`src/rtl/fetch_sequencer_if.sv`:
```
// Signal bundle between the fetch sequencer and its environment
// (PC register, instruction memory, IF/ID latch, downstream control).
interface fetch_sequencer_if #(
    parameter int unsigned SQUASH_W = 16
);
    logic [31:0]         pcaddr;
    logic                ihit;
    logic [31:0]         imemload;
    logic                redirect_valid;
    logic [31:0]         redirect_addr;
    logic                stall_i;
    logic                halt_i;
    logic                imemREN;
    logic [31:0]         imemaddr;
    logic                pc_we;
    logic [31:0]         pc_wdata;
    logic                fetch_valid;
    logic [31:0]         instr_o;
    logic                halted;
    logic [SQUASH_W-1:0] squash_cnt;

    modport master (
        input  pcaddr, ihit, imemload, redirect_valid, redirect_addr, stall_i, halt_i,
        output imemREN, imemaddr, pc_we, pc_wdata, fetch_valid, instr_o, halted, squash_cnt
    );

    modport slave (
        output pcaddr, ihit, imemload, redirect_valid, redirect_addr, stall_i, halt_i,
        input  imemREN, imemaddr, pc_we, pc_wdata, fetch_valid, instr_o, halted, squash_cnt
    );
endinterface

```
`src/rtl/fetch_sequencer.sv`:
```
// Front-end fetch control: issues instruction reads, advances or redirects the PC,
// squashes stale fetches and holds fetched instructions against IF/ID backpressure.
module fetch_sequencer #(
    parameter logic [31:0] RESET_PC = 32'h0000_0000,
    parameter int unsigned SQUASH_W = 16
) (
    input logic                CLK,
    input logic                RST,
    fetch_sequencer_if.master  bus
);

    typedef enum logic [1:0] {StIdle, StFetch, StDeliver, StHalted} state_e;

    state_e                state_q, state_d;
    logic                  pend_valid_q, pend_valid_d;
    logic [31:0]           pend_addr_q, pend_addr_d;
    logic [31:0]           instr_q, instr_d;
    logic                  fv_q, fv_d;
    logic [SQUASH_W-1:0]   squash_q, squash_d;

    logic                  ren;
    logic                  we;
    logic                  squash;
    logic [31:0]           target;

    always_comb begin
        state_d      = state_q;
        pend_valid_d = pend_valid_q;
        pend_addr_d  = pend_addr_q;
        instr_d      = instr_q;
        fv_d         = fv_q;
        ren          = 1'b0;
        we           = 1'b0;
        squash       = 1'b0;
        target       = RESET_PC;

        unique case (state_q)
            StIdle: state_d = StFetch;
            StFetch: begin
                ren = 1'b1;
                if (bus.halt_i) begin
                    state_d = StHalted;
                    fv_d    = 1'b0;
                end else if (bus.ihit) begin
                    we = 1'b1;
                    // A redirect arriving with the data beats any latched one.
                    if (bus.redirect_valid) begin
                        target       = bus.redirect_addr;
                        squash       = 1'b1;
                        pend_valid_d = 1'b0;
                    end else if (pend_valid_q) begin
                        target       = pend_addr_q;
                        squash       = 1'b1;
                        pend_valid_d = 1'b0;
                    end else begin
                        target  = bus.pcaddr + 32'd4;
                        instr_d = bus.imemload;
                        fv_d    = 1'b1;
                        state_d = StDeliver;
                    end
                end else if (bus.redirect_valid) begin
                    pend_valid_d = 1'b1;
                    pend_addr_d  = bus.redirect_addr;
                end
            end
            StDeliver: begin
                if (bus.halt_i) begin
                    state_d = StHalted;
                    fv_d    = 1'b0;
                end else if (bus.redirect_valid) begin
                    we      = 1'b1;
                    target  = bus.redirect_addr;
                    squash  = 1'b1;
                    fv_d    = 1'b0;
                    state_d = StFetch;
                end else if (!bus.stall_i) begin
                    fv_d    = 1'b0;
                    state_d = StFetch;
                end
            end
            StHalted: state_d = StHalted;
            default:  state_d = StIdle;
        endcase

        squash_d = (squash && (squash_q != '1)) ? squash_q + SQUASH_W'(1) : squash_q;
    end

    always_ff @(posedge CLK or posedge RST) begin
        if (RST) begin
            state_q      <= StIdle;
            pend_valid_q <= 1'b0;
            pend_addr_q  <= 32'd0;
            instr_q      <= 32'd0;
            fv_q         <= 1'b0;
            squash_q     <= '0;
        end else begin
            state_q      <= state_d;
            pend_valid_q <= pend_valid_d;
            pend_addr_q  <= pend_addr_d;
            instr_q      <= instr_d;
            fv_q         <= fv_d;
            squash_q     <= squash_d;
        end
    end

    assign bus.imemREN     = ren;
    assign bus.imemaddr    = bus.pcaddr;
    assign bus.pc_we       = we;
    assign bus.pc_wdata    = {target[31:2], 2'b00};
    assign bus.fetch_valid = fv_q;
    assign bus.instr_o     = instr_q;
    assign bus.halted      = (state_q == StHalted);
    assign bus.squash_cnt  = squash_q;

endmodule

```
`src/flat_wrapper.sv`:
```
// flat-port wrapper written by rule: the top's interface ports become plain ports
module fetch_sequencer_flat 
#(
    parameter logic [31:0] RESET_PC = 32'h0000_0000,
    parameter int unsigned SQUASH_W = 16
)
  (CLK, RST, bus_pcaddr, bus_ihit, bus_imemload, bus_redirect_valid, bus_redirect_addr, bus_stall_i, bus_halt_i, bus_imemREN, bus_imemaddr, bus_pc_we, bus_pc_wdata, bus_fetch_valid, bus_instr_o, bus_halted, bus_squash_cnt);
  fetch_sequencer_if #(.SQUASH_W(SQUASH_W)) bus_i ();
  input logic CLK;
  input logic RST;
  input wire logic [$bits(bus_i.pcaddr)-1:0] bus_pcaddr;
  input wire logic [$bits(bus_i.ihit)-1:0] bus_ihit;
  input wire logic [$bits(bus_i.imemload)-1:0] bus_imemload;
  input wire logic [$bits(bus_i.redirect_valid)-1:0] bus_redirect_valid;
  input wire logic [$bits(bus_i.redirect_addr)-1:0] bus_redirect_addr;
  input wire logic [$bits(bus_i.stall_i)-1:0] bus_stall_i;
  input wire logic [$bits(bus_i.halt_i)-1:0] bus_halt_i;
  output wire logic [$bits(bus_i.imemREN)-1:0] bus_imemREN;
  output wire logic [$bits(bus_i.imemaddr)-1:0] bus_imemaddr;
  output wire logic [$bits(bus_i.pc_we)-1:0] bus_pc_we;
  output wire logic [$bits(bus_i.pc_wdata)-1:0] bus_pc_wdata;
  output wire logic [$bits(bus_i.fetch_valid)-1:0] bus_fetch_valid;
  output wire logic [$bits(bus_i.instr_o)-1:0] bus_instr_o;
  output wire logic [$bits(bus_i.halted)-1:0] bus_halted;
  output wire logic [$bits(bus_i.squash_cnt)-1:0] bus_squash_cnt;
  assign bus_i.pcaddr = bus_pcaddr;
  assign bus_i.ihit = bus_ihit;
  assign bus_i.imemload = bus_imemload;
  assign bus_i.redirect_valid = bus_redirect_valid;
  assign bus_i.redirect_addr = bus_redirect_addr;
  assign bus_i.stall_i = bus_stall_i;
  assign bus_i.halt_i = bus_halt_i;
  assign bus_imemREN = bus_i.imemREN;
  assign bus_imemaddr = bus_i.imemaddr;
  assign bus_pc_we = bus_i.pc_we;
  assign bus_pc_wdata = bus_i.pc_wdata;
  assign bus_fetch_valid = bus_i.fetch_valid;
  assign bus_instr_o = bus_i.instr_o;
  assign bus_halted = bus_i.halted;
  assign bus_squash_cnt = bus_i.squash_cnt;
  fetch_sequencer #(.RESET_PC(RESET_PC), .SQUASH_W(SQUASH_W)) u_core (.CLK(CLK), .RST(RST), .bus(bus_i));
endmodule
```
`config.mk`:
```
export PLATFORM = sky130hd
export DESIGN_NAME = fetch_sequencer_flat
export DESIGN_NICKNAME = d
export VERILOG_FILES = /design/src/rtl/fetch_sequencer_if.sv /design/src/rtl/fetch_sequencer.sv /design/src/flat_wrapper.sv
export SDC_FILE = /design/constraint.sdc
export NUM_CORES = 1
export LEC_CHECK = 0
export CAP_MARGIN = 40
export CORE_UTILIZATION = 44
export CTS_BUF_LIST = sky130_fd_sc_hd__clkbuf_2 sky130_fd_sc_hd__clkbuf_4 sky130_fd_sc_hd__clkbuf_8
export DETAILED_ROUTE_END_ITERATION = 6
export PLACE_DENSITY = 0.93
export SLEW_MARGIN = 20
export SYNTH_ARGS = -nofsm -noshare
export SYNTH_HDL_FRONTEND = slang
export SYNTH_SLANG_ARGS = --single-unit
```
`constraint.sdc`:
```
create_clock -name CLK -period 3.3 [get_ports CLK]
set_input_delay 0.825 -clock CLK [delete_from_list [all_inputs] [get_ports CLK]]
set_output_delay 0.825 -clock CLK [all_outputs]
set_load 0.01 [all_outputs]
```
==> flow_summary.json, run 1 <==
{
  "outcome": "complete, but fails checks",
  "violations": "setup timing",
  "grt_pass1_wl_um": 26400,
  "met3_usage": 0.0766,
  "synthTopCellsByCount": "nand2_1 (128), dfrtp_1 (82), buf_4 (34), o21ai_0 (34), mux2_2 (32)",
  "cp.arrival_ns": 2.48,
  "max-slew-margin-rel": 0.571,
  "ioPinCount": 218,
  "met2_usage": 0.516,
  "gr-max-usage-layer": "met2",
  "avgSynthCellArea_um2": 8.90,
  "root_buffer": "clkbuf_8",
  "die-area_um2": 11700,
  "hold_ws_ns": 0.478,
  "htree_levels": 3,
  "core_area_um2": 10900,
  "vias": 5273,
  "viasPerCell": 5.56,
  "ant_nets": 0,
  "portBuffers": 209,
  "hold_viol_final": 0,
  "yosysUniqueCellTypes": 53,
  "drc": 0,
  "synth.area.top_cells": "dfrtp_1 (41%), nand2_1 (9.7%), mux2_2 (7.3%)",
  "drtIter0Drc": 334,
  "syn-instance-count": 557,
  "synth_edf_count": 0,
  "worstPathRequired_ns": 2.47,
  "end_kind": "output port",
  "numCtsBuffers": 9,
  "area_growth_pct": 60.3,
  "grt_use_met1": 0.320,
  "fp.dieH_um": 108,
  "start_util": 0.456,
  "grt_max_degree": 51,
  "cap_violations": 0,
  "cp_max_fo": 7,
  "p_per_area_nw_per_um2": 574,
  "totalPowerFinal_w": 0.00456,
  "gp_congestion": 0.880,
  "cts_tree": "yes",
  "synth_compound_area_frac": 0.112,
  "num_rows": 38,
  "finalMaxSlewViolations": 0,
  "grt_pass1_vias": 5553,
  "utilization": 0.730,
  "setup_viol": 1,
  "post-route-period-util": 1.00,
  "ys_warn_count": 0,
  "clockBufferDepth": 2,
  "cts_sinks": 82,
  "drt_pass1_iterations": 7,
  "ys.flop_type": "dfrtp_1",
  "synth_top_family_by_area": "simple AND/OR/NAND/NOR gates",
  "worstSkewPairLatency_ns": 0.35,
  "antenna_found_initial": 1,
  "reg2reg_slack_ns": 0.81,
  "rsz0062_at_grt": "yes",
  "vdd_drop_max_mv": 0.516,
  "clock_skew_ns": 0.00726,
  "synthMuxAreaShare": 0.0767,
  "holdCritPathClass": "reg -> reg",
  "leakagePower_nw": 3.62,
  "nets": 911,
  "grt.overflow.total": 0,
  "max_freq_mhz": 303,
  "setup_slack_ns": -0.00218,
  "track_usage": 0.292,
  "ys_async_sr_fraction": 1.00,
  "dp_hpwl_um": 12200,
  "tightest_slew_ns": 0.642,
  "fin_crit_ns": 3.30,
  "num-fill-cells": 750,
  "wl_um": 16900,
  "die_w_um": 108,
  "ys_ff_latch": 82,
  "synth_fa_ha_area_frac": 0.0151,
  "clk_pin_slew_ns": 0.09,
  "crit_type": "in -> out",
  "synth_top_area_cell": "dfrtp_1",
  "multi_input_area_um2": 2680,
  "layout-drive-gt1-share": 0.260,
  "syn-cell-area_um2": 4960,
  "synth_xor_area_frac": 0.0671,
  "finalSetupTns_ns": -0.00218,
  "placed_area_um2": 7420,
  "detail_route.wl_per_cell_um": 17.9,
  "cp-start-kind": "input port",
  "ys_seq_area_frac": 0.414,
  "register_area_um2": 2050,
  "synth_top_area_share": 0.414,
  "yosysMostFrequentCell": "nand2_1",
  "synth_simple_gate_area_share": 0.224,
  "post-route-cell-area_um2": 7950
}
## cells in the final DEF, fill, tap and decap left out, drive strengths merged, types with 22 or more instances in the layout
| cell | netlist | layout |
|---|---|---|
| buf | 49 | 113 |
| clkdlybuf4s50 | 0 | 149 |
| dfrtp | 82 | 82 |
| dlygate4sd2 | 0 | 26 |
| mux2 | 32 | 32 |
| nand2 | 128 | 128 |
| nand3 | 22 | 22 |
| o21ai | 36 | 36 |
| xnor2 | 22 | 22 |
## critical path, cell delays in order
cell and delay (ns):
buf_6 0.07, nand4_1 0.13, buf_4 0.18, or2_4 0.30, buf_6 0.14, nor4_4 0.27, xnor2_1 0.12, a221oi_2 0.28
buf_2 0.18
## report_power, final
| group | internal, W | switching (W) |
|---|---|---|
| registers | 0.00140 | 0.000242 |
| logic | 0.00115 | 0.00103 |
| clock network | 0.000356 | 0.000395 |
## state kept, by name (all words and copies together), names as in the netlist
signal / flops
u_core.bus.fetch_valid: 1
u_core.pend_addr_q: 30
u_core.state_q: 2
u_core.bus.instr_o: 32
u_core.pend_valid_q: 1
u_core.bus.squash_cnt: 16
## through the flow
stage                     setup slack, ns  instances
after floorplan                     0.194        558
after global placement             -0.821        911
after detailed placement           -0.867        911
after CTS                          -0.110        944
after global routing              -0.0686        949
final                            -0.00218        949
## logic make-up after synthesis
group | Yosys count
simple gates | 234
compound gates | 83
flops | 82
buf+inv | 79
xor+xnor | 38
mux | 34
fa+ha+maj | 6
other cells | 1
## final cells by class
class                   count  share of cell area
repair buffers            298               0.350
clock inverters             7             0.00976
multi-input cells         397               0.337
flip-flops and latches     82               0.258
clock buffers               9              0.0156
well taps                 140              0.0220
inverters                  15             0.00724
diodes                      1            0.000315
## per-layer routing
layer | part of all wire | wire [um] | vias to the layer above
li1 | - | - | 2386
met1 | 0.37 | 6300 | 2544
met2 | 0.50 | 8420 | 289
met3 | 0.094 | 1590 | 54
met4 | 0.038 | 636 | 0
met5 | 0 | 0 | -
## path summary, 6_finish.rpt
path                                                    from                                    end  cells past startpoint
max in group asynchronous                                RST      u_core.pend_addr_q[6]$_DFFE_PP0P_                      3
setup / recovery                              bus_pcaddr[11]                       bus_pc_wdata[30]                      9
hold / removal             u_core.bus.instr_o[7]$_DFFE_PP0P_      u_core.bus.instr_o[7]$_DFFE_PP0P_                      2
hold reg to reg            u_core.bus.instr_o[7]$_DFFE_PP0P_      u_core.bus.instr_o[7]$_DFFE_PP0P_                      2
setup reg to reg               u_core.state_q[0]$_DFFE_PP0P_  u_core.bus.squash_cnt[11]$_DFFE_PP0P_                      9
min in group asynchronous                                RST     u_core.bus.instr_o[10]$_DFFE_PP0P_                      2
## timing repair
item,CTS,global route
buffers inserted,16,4
hold buffers,0,0
gates cloned,1,0
endpoints found under the setup margin,31,20
pin swaps,27,27
resized for setup,182,43
endpoints found under the hold margin,0,0
Power figures use the tool's default switching activity.
==> run 2, diff against run 1 <==
--- a/config.mk
+++ b/config.mk
@@ -8,6 +8,8 @@
 export CAP_MARGIN = 40
 export CORE_UTILIZATION = 44
 export CTS_BUF_LIST = sky130_fd_sc_hd__clkbuf_2 sky130_fd_sc_hd__clkbuf_4 sky130_fd_sc_hd__clkbuf_8
+export CTS_CLUSTER_DIAMETER = 50
+export CTS_CLUSTER_SIZE = 30
 export DETAILED_ROUTE_END_ITERATION = 6
 export PLACE_DENSITY = 0.93
 export SLEW_MARGIN = 20
==> constraint.sdc (replaced) <==
create_clock -name CLK -period 3.3 [get_ports CLK]
set_input_delay 0.66 -clock CLK [delete_from_list [all_inputs] [get_ports CLK]]
set_output_delay 0.66 -clock CLK [all_outputs]
set_load 0.01 [all_outputs]
==> run 2 against run 1 <==
Net effect:
- via count fell by 3.6%
- largest power group unchanged
- die area did not move
- first-iteration DRC count fell by 13%
- highest routed layer unchanged
- sequential cell count did not move
- the run now ends clean
- final cell count fell by 2.0%
==> flow_summary.json, run 2 (synthesized netlist as in run 1, its figures left out) <==
{
  "outcome": "completed",
  "crit_chain": "dlygate4sd2_1 -> nand4_1 -> buf_4 -> nor4_4 -> buf_4 -> buf_4 -> nand4_1 -> xor2_1 -> o21ai_0 -> clkdlybuf4s15_1",
  "cap_violations": 0,
  "holdCritPathClass": "reg -> reg",
  "post-route-cell-area_um2": 7700,
  "vias": 5082,
  "cp-start-kind": "input port",
  "num_antenna_cells": 0,
  "ant_nets": 0,
  "crit_type": "in -> out",
  "hold_viol_final": 0,
  "track_usage": 0.285,
  "fp.dieH_um": 108,
  "cp.arrival_ns": 2.60,
  "end_kind": "output port",
  "vdd_drop_max_mv": 0.487,
  "cts_tree": "yes",
  "hold_buffers": 0,
  "fin_crit_ns": 3.26,
  "core_area_um2": 10900,
  "clk_pin_slew_ns": 0.09,
  "start_util": 0.456,
  "root_buffer": "clkbuf_8",
  "ioPinCount": 218,
  "placed_area_um2": 7350,
  "final_cells": 930,
  "grt_pass1_vias": 5367,
  "leakagePower_nw": 3.54,
  "layout-drive-gt1-share": 0.197,
  "viasPerCell": 5.46,
  "max_freq_mhz": 307,
  "htree_levels": 3,
  "finalSetupTns_ns": 0,
  "drc": 0,
  "grt.overflow.total": 0,
  "num_rows": 38,
  "numCtsBuffers": 9,
  "critPathMaxStageDelay_ns": 0.30,
  "r2r_cells": 8,
  "clockBufferDepth": 2,
  "die-area_um2": 11700,
  "wl_um": 16400,
  "antenna_found_initial": 0,
  "p_per_area_nw_per_um2": 586,
  "clock_skew_ns": 0.00708,
  "area_growth_pct": 55.2,
  "detail_route.wl_per_cell_um": 17.6,
  "post-route-period-util": 0.988,
  "grt_pass1_wl_um": 25700,
  "max-slew-margin-rel": 0.546,
  "largest_register_ffs": 32,
  "worstSkewPairLatency_ns": 0.36,
  "die_w_um": 108,
  "cts_sinks": 82,
  "worstPathRequired_ns": 2.64,
  "holdPathStages": 2,
  "setup_viol": 0,
  "drtIter0Drc": 289,
  "drt_pass1_iterations": 5,
  "dp_hpwl_um": 12300,
  "final_cell_mix": "clkdlybuf4s50_1 (163), nand2_1 (126), dfrtp_1 (82)",
  "portBuffers": 209,
  "nets": 893,
  "cp_max_fo": 4,
  "tightest_slew_ns": 0.663,
  "gp_congestion": 0.866,
  "final_common_cell": "clkdlybuf4s50_1",
  "place_inst": 905,
  "grt_max_degree": 52,
  "worst_path_most_repeated_cell": "buf_4",
  "finalMaxSlewViolations": 0,
  "cp_slowest_cell": "nor4_4"
}
## run 2: per-stage QoR
step | setup slack, ns | power [W] | util | hold slack [ns]
after floorplan | 0.495 | 0.00264 | - | 0.475
after global placement | -0.508 | 0.00359 | 0.675 | 0.458
after detailed placement | -0.637 | 0.00373 | 0.675 | 0.464
after CTS | 0.00264 | 0.00450 | 0.700 | 0.486
after global routing | -0.0435 | 0.00481 | 0.707 | 0.513
final | 0.0392 | 0.00451 | 0.707 | 0.479
## run 2: area by class of cell
class	count	area, um^2
fill	804	3190
clock inverter	7	76.3
tap	140	175
sequential	82	2050
multi-input combinational	397	2580
clock buffer	9	124
timing repair buffer	280	2630
inverter	15	57.6
## run 2: metal layers
layer  wire length (um)  global-route usage  share of wire
met1               6210               0.311           0.38
met4                556               0.155          0.034
met3               1660              0.0820           0.10
met5                  0                   0              0
met2               7980               0.497           0.49
## run 2: path summary, 6_finish.rpt
| check | start | end | slack [ns] |
|---|---|---|---|
| max reg2reg | u_core.state_q[1]$_DFFE_PP0P_ | u_core.bus.squash_cnt[6]$_DFFE_PP0P_ | 0.62 |
| min | u_core.bus.instr_o[7]$_DFFE_PP0P_ | u_core.bus.instr_o[7]$_DFFE_PP0P_ | 0.48 |
| min reg2reg | u_core.bus.instr_o[7]$_DFFE_PP0P_ | u_core.bus.instr_o[7]$_DFFE_PP0P_ | 0.48 |
| max in group asynchronous | RST | u_core.pend_addr_q[9]$_DFFE_PP0P_ | 1.95 |
| max | bus_pcaddr[9] | bus_pc_wdata[23] | 0.04 |
| min in group asynchronous | RST | u_core.bus.instr_o[10]$_DFFE_PP0P_ | 0.67 |
## run 2: repair_timing
item                       in CTS  in global routing
buffers inserted                4                  5
setup endpoints to repair      30                 13
pin swaps                      10                 12
gates resized for setup        75                 21
## run 2: critical path: cells and delay by family
family                 cells  cell delay (ns)
XOR/XNOR                   1             0.17
AO/OA/AOI/OAI              1             0.19
buffers and inverters      5             0.98
AND/OR/NAND/NOR            3             0.60
## run 2: power breakdown
part / switching (W) / leakage (nW) / internal [W]
Combinational: 0.00103 / 2.39 / 0.00110
Sequential: 0.000241 / 1.05 / 0.00140
Clock: 0.000392 / 0.0966 / 0.000356
Total: 0.00166 / 3.54 / 0.00285
==> run 3, diff against run 2 <==
--- a/config.mk
+++ b/config.mk
@@ -6,12 +6,15 @@
 export NUM_CORES = 1
 export LEC_CHECK = 0
 export CAP_MARGIN = 40
+export CORE_MARGIN = 2
 export CORE_UTILIZATION = 44
 export CTS_BUF_LIST = sky130_fd_sc_hd__clkbuf_2 sky130_fd_sc_hd__clkbuf_4 sky130_fd_sc_hd__clkbuf_8
 export CTS_CLUSTER_DIAMETER = 50
 export CTS_CLUSTER_SIZE = 30
 export DETAILED_ROUTE_END_ITERATION = 6
+export GPL_ROUTABILITY_DRIVEN = 1
 export PLACE_DENSITY = 0.93
+export SKIP_LAST_GASP = 1
 export SLEW_MARGIN = 20
 export SYNTH_ARGS = -nofsm -noshare
 export SYNTH_HDL_FRONTEND = slang
==> run 3 against run 2 <==
Net effect:
- the run now ends with setup timing left
- via count rose by 0.81%
- sequential power about the same
- clock skew rose by 0.0028 ns
- sequential cell count unchanged
- sequential share of layout area hardly changed
==> flow_summary.json, run 3 (synthesized netlist as in run 1, its figures left out) <==
{
  "grt_max_degree": 45,
  "ioPinCount": 218,
  "utilization": 0.704,
  "fp.dieH_um": 110,
  "hold_buffers": 0,
  "num-fill-cells": 789,
  "layout-drive-gt1-share": 0.208,
  "clk_pin_slew_ns": 0.08,
  "final_common_cell": "clkdlybuf4s50_1",
  "cp-start-kind": "input port",
  "track_usage": 0.273,
  "viasPerCell": 5.49,
  "gp_congestion": 0.957,
  "clock_skew_ns": 0.00991,
  "area_growth_pct": 55.3,
  "vias": 5123,
  "switching_share": 0.373,
  "numCtsBuffers": 9,
  "drtIter0Drc": 360,
  "grt_pass1_wl_um": 25800,
  "num_rows": 38,
  "pwr-share-clk": 0.152,
  "clockBufferDepth": 2,
  "rsz0062_at_grt": "yes",
  "hold_viol_final": 0,
  "max_freq_mhz": 300,
  "crit_type": "in -> out",
  "root_buffer": "clkbuf_8",
  "max-slew-margin-rel": 0.534,
  "worstSkewPairLatency_ns": 0.35,
  "nets": 893,
  "grt_pass1_vias": 5300,
  "core_area_um2": 10900,
  "start_util": 0.454,
  "drc": 0,
  "outcome": "complete, but fails checks",
  "leakagePower_nw": 3.61,
  "register_area_um2": 2050,
  "ant_nets": 0,
  "cts_tree": "yes",
  "finalSetupTns_ns": -0.0306,
  "htree_levels": 3,
  "cap_violations": 0,
  "dp_hpwl_um": 12200,
  "grt.overflow.total": 0,
  "post-route-period-util": 1.01,
  "vdd_drop_max_mv": 0.399,
  "setup_slack_ns": -0.0306,
  "portBuffers": 209,
  "cts_sinks": 82,
  "detail_route.wl_per_cell_um": 17.8,
  "setup_viol": 1,
  "antenna_found_initial": 3,
  "largest_register_ffs": 32,
  "fin_crit_ns": 3.33,
  "finalMaxSlewViolations": 0,
  "violations": "setup timing",
  "comb_power_share": 0.475,
  "reg2reg_slack_ns": 0.52,
  "p_per_area_nw_per_um2": 571,
  "die-area_um2": 12100,
  "tightest_slew_ns": 0.699,
  "end_kind": "output port",
  "cp_max_fo": 4,
  "pwr-share-seq": 0.373,
  "wl_um": 16600,
  "p_int_w": 0.00275,
  "totalPowerFinal_w": 0.00440,
  "multi_input_area_um2": 2600,
  "cp.arrival_ns": 2.67,
  "holdCritPathClass": "reg -> reg",
  "worstPathRequired_ns": 2.64,
  "die_w_um": 110,
  "final_cell_mix": "clkdlybuf4s50_1 (162), nand2_1 (126), dfrtp_1 (81)",
  "switchingPower_w": 0.00164,
  "drt_pass1_iterations": 5
}
-- run 3: cell types whose count changed in the layout (fill, tap and decap cells not counted), sizes merged, moves of 2 or more --
cell / before / now
dlygate4sd2: 30 / 17
dlymetal6s2s: 6 / 17
buf: 73 / 81
clkdlybuf4s15: 5 / 2
diode: 0 / 3
clkbuf: 12 / 10
clkinv: 2 / 4
inv: 17 / 15
-- run 3: power by group through the flow --
stage / sequential [W] / clock [W] / combinational, W
finish: 0.00164 / 0.000666 / 0.00209
global route: 0.00169 / 0.000736 / 0.00228
global placement: 0.00161 / 0 / 0.00200
CTS: 0.00163 / 0.000684 / 0.00208
detailed placement: 0.00165 / 0 / 0.00208
floorplan: 0.00169 / 0 / 0.000957
-- run 3: repair_timing --
| action | 4_1_cts | 5_1_grt |
|---|---|---|
| setup buffers | 7 | 3 |
| pin swaps | 9 | 8 |
| resized for setup | 89 | 31 |
| hold endpoints to repair | 0 | 0 |
| endpoints found under the setup margin | 29 | 22 |
-- run 3: final timing paths --
| check | start | end | cells past startpoint |
|---|---|---|---|
| min in group asynchronous | RST | u_core.bus.squash_cnt[9]$_DFFE_PP0P_ | 2 |
| hold / removal | u_core.bus.instr_o[3]$_DFFE_PP0P_ | u_core.bus.instr_o[3]$_DFFE_PP0P_ | 2 |
| setup reg to reg | u_core.state_q[0]$_DFFE_PP0P_ | u_core.bus.squash_cnt[11]$_DFFE_PP0P_ | 8 |
| hold reg to reg | u_core.bus.instr_o[3]$_DFFE_PP0P_ | u_core.bus.instr_o[3]$_DFFE_PP0P_ | 2 |
| setup / recovery | bus_pcaddr[2] | bus_pc_wdata[31] | 7 |
| max in group asynchronous | RST | u_core.state_q[1]$_DFFE_PP0P_ | 3 |
-- run 3: final cells by class --
type	count	share of cell area
timing repair buffer	280	0.342
multi-input combinational	397	0.337
sequential	82	0.267
tap	140	0.0227
clock buffer	9	0.0161
inverter	15	0.00747
clock inverter	7	0.00698
antenna	3	0.000975
-- run 3: per-stage QoR --
stage	instances	worst slack, ns	instance area (um^2)	hold slack [ns]
2_1_floorplan	558	0.495	4960	0.475
3_3_place_gp	904	-0.526	7340	0.457
3_5_place_dp	904	-0.622	7340	0.461
4_1_cts	927	-0.159	7600	0.482
5_1_grt	933	-0.0803	7700	0.497
6_report	933	-0.0306	7700	0.480
-- run 3: layer usage --
layer	routed length [um]	part of all wire	GRT usage	vias up
li1	-	-	-	2344
met1	6120	0.37	0.307	2462
met2	8380	0.50	0.477	277
met3	1650	0.099	0.0800	40
met4	450	0.027	0.125	0
met5	0	0	0	-
-- run 3: critical path, cell delays in order --
cell	delay, ns
dlygate4sd2_1	0.28
nand3_1	0.16
or4_4	0.54
or4_4	0.54
xor2_2	0.17
o21ai_2	0.17
buf_2	0.16
